$ cat config.mk
export PLATFORM = sky130hd
export DESIGN_NAME = rom_port_arbiter
export DESIGN_NICKNAME = d
export VERILOG_FILES = /design/src/rtl/rom_arb_pkg.sv /design/src/rtl/rr_arb2.sv /design/src/rtl/rom_port_arbiter.sv
export SDC_FILE = /design/constraint.sdc
export NUM_CORES = 1
export LEC_CHECK = 0
export CORE_UTILIZATION = 45
export DETAILED_ROUTE_END_ITERATION = 10
export MAX_ROUTING_LAYER = met4
export PLACE_DENSITY = 0.85
export SKIP_CTS_REPAIR_TIMING = 1
export SLEW_MARGIN = 5
export SYNTH_ARGS = -nofsm -noshare
export SYNTH_HDL_FRONTEND = slang
export SYNTH_SLANG_ARGS = --single-unit
$ cat constraint.sdc
create_clock -name clk -period 2.95 [get_ports clk]
set_clock_uncertainty 0.1 [all_clocks]
set_input_delay 0.295 -clock clk [delete_from_list [all_inputs] [get_ports clk]]
set_output_delay 0.295 -clock clk [all_outputs]
set_load 0.03 [all_outputs]
$ cat src/rtl/rom_arb_pkg.sv
// rtl/rom_arb_pkg.sv - shared types for the instruction-ROM port arbiter
package rom_arb_pkg;

  typedef enum logic [1:0] {IDLE, WAIT, RESP} state_e;

  typedef enum logic {OWN_IF, OWN_MEM} owner_e;

  // Low address bits that must be zero for a word-aligned fetch.
  localparam logic [1:0] ALIGN_MASK = 2'b11;

endpackage

$ cat src/rtl/rr_arb2.sv
// rtl/rr_arb2.sv - two-way round-robin grant between IF and MEM
// Pointer favours IF out of reset; flips to the other side on every taken grant.
module rr_arb2 (
  input  logic clk,
  input  logic rst,
  input  logic req_if_i,
  input  logic req_mem_i,
  input  logic take_i,
  output logic gnt_if_o,
  output logic gnt_mem_o
);

  logic prio_mem_q;
  logic prio_mem_d;

  always_comb begin
    gnt_if_o   = req_if_i && (!req_mem_i || !prio_mem_q);
    gnt_mem_o  = req_mem_i && (!req_if_i || prio_mem_q);
    prio_mem_d = prio_mem_q;
    if (take_i && gnt_if_o) begin
      prio_mem_d = 1'b1;
    end else if (take_i && gnt_mem_o) begin
      prio_mem_d = 1'b0;
    end
  end

  always_ff @(posedge clk) begin
    if (!rst) begin
      prio_mem_q <= 1'b0;
    end else begin
      prio_mem_q <= prio_mem_d;
    end
  end

endmodule

$ cat src/rtl/rom_port_arbiter.sv
// rtl/rom_port_arbiter.sv - shares the single-port instruction ROM between IF and MEM
// Optional IF flush port and kill logic under `ROM_ARB_FLUSH_EN.
module rom_port_arbiter
  import rom_arb_pkg::*;
#(
  parameter int ADDR_W    = 32,
  parameter int DATA_W    = 32,
  parameter int ROM_DEPTH = 128,
  parameter int ROM_LAT   = 1
) (
  input  logic              clk,
  input  logic              rst,
`ifdef ROM_ARB_FLUSH_EN
  input  logic              if_flush,
`endif
  input  logic              if_req_valid,
  input  logic [ADDR_W-1:0] if_req_addr,
  output logic              if_req_ready,
  output logic              if_rsp_valid,
  output logic [DATA_W-1:0] if_rsp_data,
  output logic              if_rsp_err,
  input  logic              if_rsp_ready,
  input  logic              mem_req_valid,
  input  logic [ADDR_W-1:0] mem_req_addr,
  output logic              mem_req_ready,
  output logic              mem_rsp_valid,
  output logic [DATA_W-1:0] mem_rsp_data,
  output logic              mem_rsp_err,
  input  logic              mem_rsp_ready,
  output logic              rom_ce,
  output logic [ADDR_W-1:0] rom_addr,
  input  logic [DATA_W-1:0] rom_data
);

  localparam logic [ADDR_W:0] ROM_BYTES = (ADDR_W+1)'(ROM_DEPTH * 4);
  localparam logic [1:0]      CNT_LOAD  = 2'(ROM_LAT - 1);

  state_e            state_q;
  owner_e            owner_q;
  logic [1:0]        cnt_q;
  logic              killed_q;
  logic              rom_ce_q;
  logic [ADDR_W-1:0] rom_addr_q;
  logic              if_rsp_valid_q, mem_rsp_valid_q;
  logic              if_rsp_err_q, mem_rsp_err_q;
  logic [DATA_W-1:0] if_rsp_data_q, mem_rsp_data_q;

  logic              flush_if;
  logic              gnt_if, gnt_mem;
  logic [ADDR_W-1:0] sel_addr;
  logic              sel_legal;
  logic              kill_now;
  logic              owner_ready;

`ifdef ROM_ARB_FLUSH_EN
  assign flush_if = if_flush;
`else
  assign flush_if = 1'b0;
`endif

  rr_arb2 u_rr_arb2 (
    .clk       (clk),
    .rst       (rst),
    .req_if_i  (if_req_valid && !flush_if),
    .req_mem_i (mem_req_valid),
    .take_i    (state_q == IDLE),
    .gnt_if_o  (gnt_if),
    .gnt_mem_o (gnt_mem)
  );

  assign if_req_ready  = rst && (state_q == IDLE) && gnt_if;
  assign mem_req_ready = rst && (state_q == IDLE) && gnt_mem;

  assign sel_addr    = gnt_mem ? mem_req_addr : if_req_addr;
  assign sel_legal   = ((sel_addr[1:0] & ALIGN_MASK) == 2'b00) && ({1'b0, sel_addr} < ROM_BYTES);
  assign kill_now    = killed_q || (flush_if && (owner_q == OWN_IF));
  assign owner_ready = (owner_q == OWN_IF) ? if_rsp_ready : mem_rsp_ready;

  always_ff @(posedge clk) begin
    if (!rst) begin
      state_q         <= IDLE;
      owner_q         <= OWN_IF;
      cnt_q           <= 2'd0;
      killed_q        <= 1'b0;
      rom_ce_q        <= 1'b0;
      rom_addr_q      <= '0;
      if_rsp_valid_q  <= 1'b0;
      mem_rsp_valid_q <= 1'b0;
      if_rsp_err_q    <= 1'b0;
      mem_rsp_err_q   <= 1'b0;
      if_rsp_data_q   <= '0;
      mem_rsp_data_q  <= '0;
    end else begin
      case (state_q)
        IDLE: begin
          if (gnt_if || gnt_mem) begin
            owner_q  <= gnt_mem ? OWN_MEM : OWN_IF;
            killed_q <= 1'b0;
            if (sel_legal) begin
              rom_ce_q   <= 1'b1;
              rom_addr_q <= sel_addr;
              cnt_q      <= CNT_LOAD;
              state_q    <= WAIT;
            end else if (gnt_mem) begin
              mem_rsp_valid_q <= 1'b1;
              mem_rsp_err_q   <= 1'b1;
              mem_rsp_data_q  <= '0;
              state_q         <= RESP;
            end else begin
              if_rsp_valid_q <= 1'b1;
              if_rsp_err_q   <= 1'b1;
              if_rsp_data_q  <= '0;
              state_q        <= RESP;
            end
          end
        end
        WAIT: begin
          killed_q <= kill_now;
          if (cnt_q != 2'd0) begin
            cnt_q <= cnt_q - 2'd1;
          end else begin
            rom_ce_q <= 1'b0;
            // A flushed fetch still lets the ROM cycle finish, then vanishes.
            if (kill_now) begin
              state_q <= IDLE;
            end else if (owner_q == OWN_MEM) begin
              mem_rsp_valid_q <= 1'b1;
              mem_rsp_err_q   <= 1'b0;
              mem_rsp_data_q  <= rom_data;
              state_q         <= RESP;
            end else begin
              if_rsp_valid_q <= 1'b1;
              if_rsp_err_q   <= 1'b0;
              if_rsp_data_q  <= rom_data;
              state_q        <= RESP;
            end
          end
        end
        RESP: begin
          if (owner_ready || (flush_if && (owner_q == OWN_IF))) begin
            if (owner_q == OWN_MEM) begin
              mem_rsp_valid_q <= 1'b0;
            end else begin
              if_rsp_valid_q <= 1'b0;
            end
            state_q <= IDLE;
          end
        end
        default: state_q <= IDLE;
      endcase
    end
  end

  assign rom_ce        = rom_ce_q;
  assign rom_addr      = rom_addr_q;
  assign if_rsp_valid  = if_rsp_valid_q;
  assign if_rsp_data   = if_rsp_data_q;
  assign if_rsp_err    = if_rsp_err_q;
  assign mem_rsp_valid = mem_rsp_valid_q;
  assign mem_rsp_data  = mem_rsp_data_q;
  assign mem_rsp_err   = mem_rsp_err_q;

endmodule

==> results.sh <==
export IMPL_crit_type="reg2out"
export IMPL_grt_pass1_wl_um=22500
export IMPL_first_pass_iters=4
export IMPL_routed_wl_um=14000
export IMPL_drtAntennaViolNets=0
export IMPL_viasPerCell=5.58
export IMPL_synth_area_leader_cell="dfxtp_1"
export IMPL_timing_fmax_ghz=0.403
export IMPL_cts_root_buf="clkbuf_8"
export IMPL_ys_ff_latch=107
export IMPL_grtUsageMet3_pct=4.72
export IMPL_synthTopCellsByCount="107 x dfxtp_1, 56 x nand2_1, 40 x nor2_1"
export IMPL_critical_path_buf_inv_count=2
export IMPL_synth_edff_count=0
export IMPL_syn_avg_cell_area_um2=9.08
export IMPL_slowest_delay_ns=0.72
export IMPL_p_comb_share_pct=12.7
export IMPL_worstPathMaxFanout=9
export IMPL_crit_path_start_kind="register"
export IMPL_peakVddDrop_uv=275
export IMPL_yosys_area_share_adder_pct=0.269
export IMPL_grt_pass1_vias=4530
export IMPL_cp_common_cell="nor2_1"
export IMPL_path_clk_slew_ns=0.11
export IMPL_synth_distinct_cells=44
export IMPL_synthTopCellsByArea="dfxtp_1 46%, o221a_2 8.2%, a211oi_1 5.2%"
export IMPL_htree_levels=3
export IMPL_end_kind="output pin"
export IMPL_status="finished clean"
export IMPL_synth_net_count=616
export IMPL_p_switching_mw=0.735
export IMPL_dieWidth_um=104
export IMPL_min_period_ns=2.48
export IMPL_cts_buffer_depth=2
export IMPL_tightest_slew_ns=0.761
export IMPL_p_int_mw=1.98
export IMPL_clock_sinks=107
export IMPL_core_area_um2=9910
export IMPL_clock_power_share_pct=33.5
export IMPL_arrival_ns=2.09
export IMPL_drcViolationCount=0
export IMPL_synthArstFlopShare_pct=0
export IMPL_relSlewSlack_pct=49.3
export IMPL_insertedDiodeCount=0
export IMPL_port_buffers=204
export IMPL_dr_total_vias=4651
export IMPL_p_per_area_nw_per_um2=390
export IMPL_cp_required_ns=2.56
export IMPL_tns_ns=0
export IMPL_top_usage_layer="met2"
export IMPL_hold_class="in2reg"
export IMPL_grtUsageMet1_pct=31.3
export IMPL_synth_top_family_by_area="compound AO/OA/AOI/OAI gates"
export IMPL_yosys_area_top_type_share_pct=46.0
export IMPL_grtUsageMet2_pct=45.7
export IMPL_initial_core_util_pct=47.0
export IMPL_drv_cap=0
export IMPL_synth_compound_area_share_pct=24.7
export IMPL_synthToLayoutAreaGrowth_pct=49.5
export IMPL_ios=205
export IMPL_grt_max_degree=82
export IMPL_slew_viol_final=0
export IMPL_rows=36
export IMPL_insertion_delay_ns=0.37
export IMPL_synthMostInstantiatedCell="dfxtp_1"
export IMPL_crit_path_top_delay_cell="clkdlybuf4s50_1"
export IMPL_place_gp_congestion=0.864
export IMPL_synth_area_um2=4660
export IMPL_switching_share_pct=27.1
export IMPL_final_cells=833
export IMPL_dpl_cell_count=817
export IMPL_grt_util_all_layers_pct=26.5
export IMPL_tritoncts="done"
export IMPL_antenna_found_initial=0
export IMPL_die_area_um2=10800
export IMPL_fillCellCount=794
export IMPL_cts_made_buffers=9
export IMPL_drt_iter0_drc=324
export IMPL_layout_drive_gt1_share_pct=11.4
export IMPL_syn_inst=513
export IMPL_overflow=0
export IMPL_wire_per_inst_um=16.8
export IMPL_cp_top_family="buffers and inverters"
export IMPL_synth_xor_area_share_pct=0
export IMPL_hpwl_um=9860
export IMPL_yosysWarnings=0
export IMPL_leakagePower_nw=2.50
export IMPL_die_height_um=104
export IMPL_yosys_area_share_simple_pct=20.3
export IMPL_crit_chain="nor2_1, buf_4, nand2_1, nor2_1, clkdlybuf4s50_1"
export IMPL_setup_violations=0
export IMPL_rsz0062_at_grt="false"
export IMPL_synth_mux_area_share_pct=3.49
export IMPL_yosysSeqAreaShare_pct=46.0
export IMPL_fin_nets=798
export IMPL_fin_crit_sh_pct=84.2
export IMPL_synth_ff_type="dfxtp_1"
export IMPL_power_frac_seq_pct=53.8
export IMPL_final_hold_viol_count=0
## flip-flops by register name (all words and copies together), names as in the netlist
name                  flops
if_rsp_data              32
mem_rsp_data             32
rom_addr                 32
cnt_q                     2
state_q                   2
if_rsp_err                1
if_rsp_valid              1
mem_rsp_err               1
mem_rsp_valid             1
owner_q                   1
rom_ce                    1
u_rr_arb2.prio_mem_q      1
## worst paths after layout
path	from	endpoint	slack [ns]	cells past startpoint
hold / removal	rst	rom_ce	0.16	2
hold reg to reg	cnt_q[0]	cnt_q[0]	0.37	2
setup reg to reg	cnt_q[1]	if_rsp_data[17]	0.78	8
setup / recovery	state_q[0]	if_req_ready	0.47	5
## metrics by stage
stage / utilization, % / worst slack (ns) / area [µm²] / hold WS [ns] / total power, mW
2_1_floorplan: - / 0.981 / 4660 / 0.311 / 1.64
3_3_place_gp: 68.2 / 0.487 / 6760 / 0.343 / 1.83
3_5_place_dp: 68.2 / 0.410 / 6760 / 0.344 / 1.83
4_1_cts: 70.3 / 0.498 / 6970 / 0.149 / 2.73
5_1_grt: 70.3 / 0.385 / 6970 / 0.146 / 2.82
6_report: 70.3 / 0.467 / 6970 / 0.161 / 2.71
## routing by layer
metal | routed length [µm] | vias up
li1 | - | 2233
met1 | 5790 | 2193
met5 | 0 | -
met2 | 7090 | 206
met4 | 223 | 0
met3 | 880 | 19
## final cells by class
type | count | area, µm² | area share [%]
sequential | 107 | 2140 | 30.7
clock inverter | 7 | 80.1 | 1.15
multi-input combinational | 355 | 2280 | 32.7
inverter | 6 | 22.5 | 0.323
clock buffer | 9 | 124 | 1.78
timing repair buffer | 216 | 2150 | 30.9
tap | 133 | 166 | 2.39
## cell families after synthesis
group,count (synthesis)
and+or+nand+nor,188
AOI/OAI and AO/OA,151
DFF,107
buffers and inverters,51
muxes,15
adders and majority gates,1
## placed cells by master, fill, tap and decap left out, types with 3 or more instances in the layout
| cell type | netlist | routed |
|---|---|---|
| clkdlybuf4s50_1 | 0 | 203 |
| dfxtp_1 | 107 | 107 |
| nand2_1 | 56 | 56 |
| nor2_1 | 40 | 40 |
| nand2b_1 | 37 | 36 |
| o221a_2 | 34 | 34 |
| o21ai_0 | 34 | 34 |
| a31oi_1 | 33 | 33 |
| a211oi_1 | 32 | 32 |
| and2_1 | 25 | 25 |
| buf_4 | 0 | 10 |
| nor4_1 | 9 | 9 |
| clkbuf_8 | 0 | 9 |
| mux2_2 | 7 | 7 |
| mux2i_1 | 7 | 7 |
| inv_1 | 6 | 6 |
| nand3_1 | 5 | 5 |
| o31ai_1 | 3 | 3 |
| nor3_1 | 3 | 3 |
| nand4_1 | 3 | 3 |
| a21oi_1 | 4 | 3 |
## power groups by stage
stage,clock (mW),sequential [mW],combinational [mW]
2_1_floorplan,0,1.50,0.140
5_1_grt,0.988,1.46,0.368
3_5_place_dp,0,1.49,0.341
4_1_cts,0.926,1.46,0.344
3_3_place_gp,0,1.49,0.334
6_report,0.910,1.46,0.345
Power figures use the tool's default switching activity.
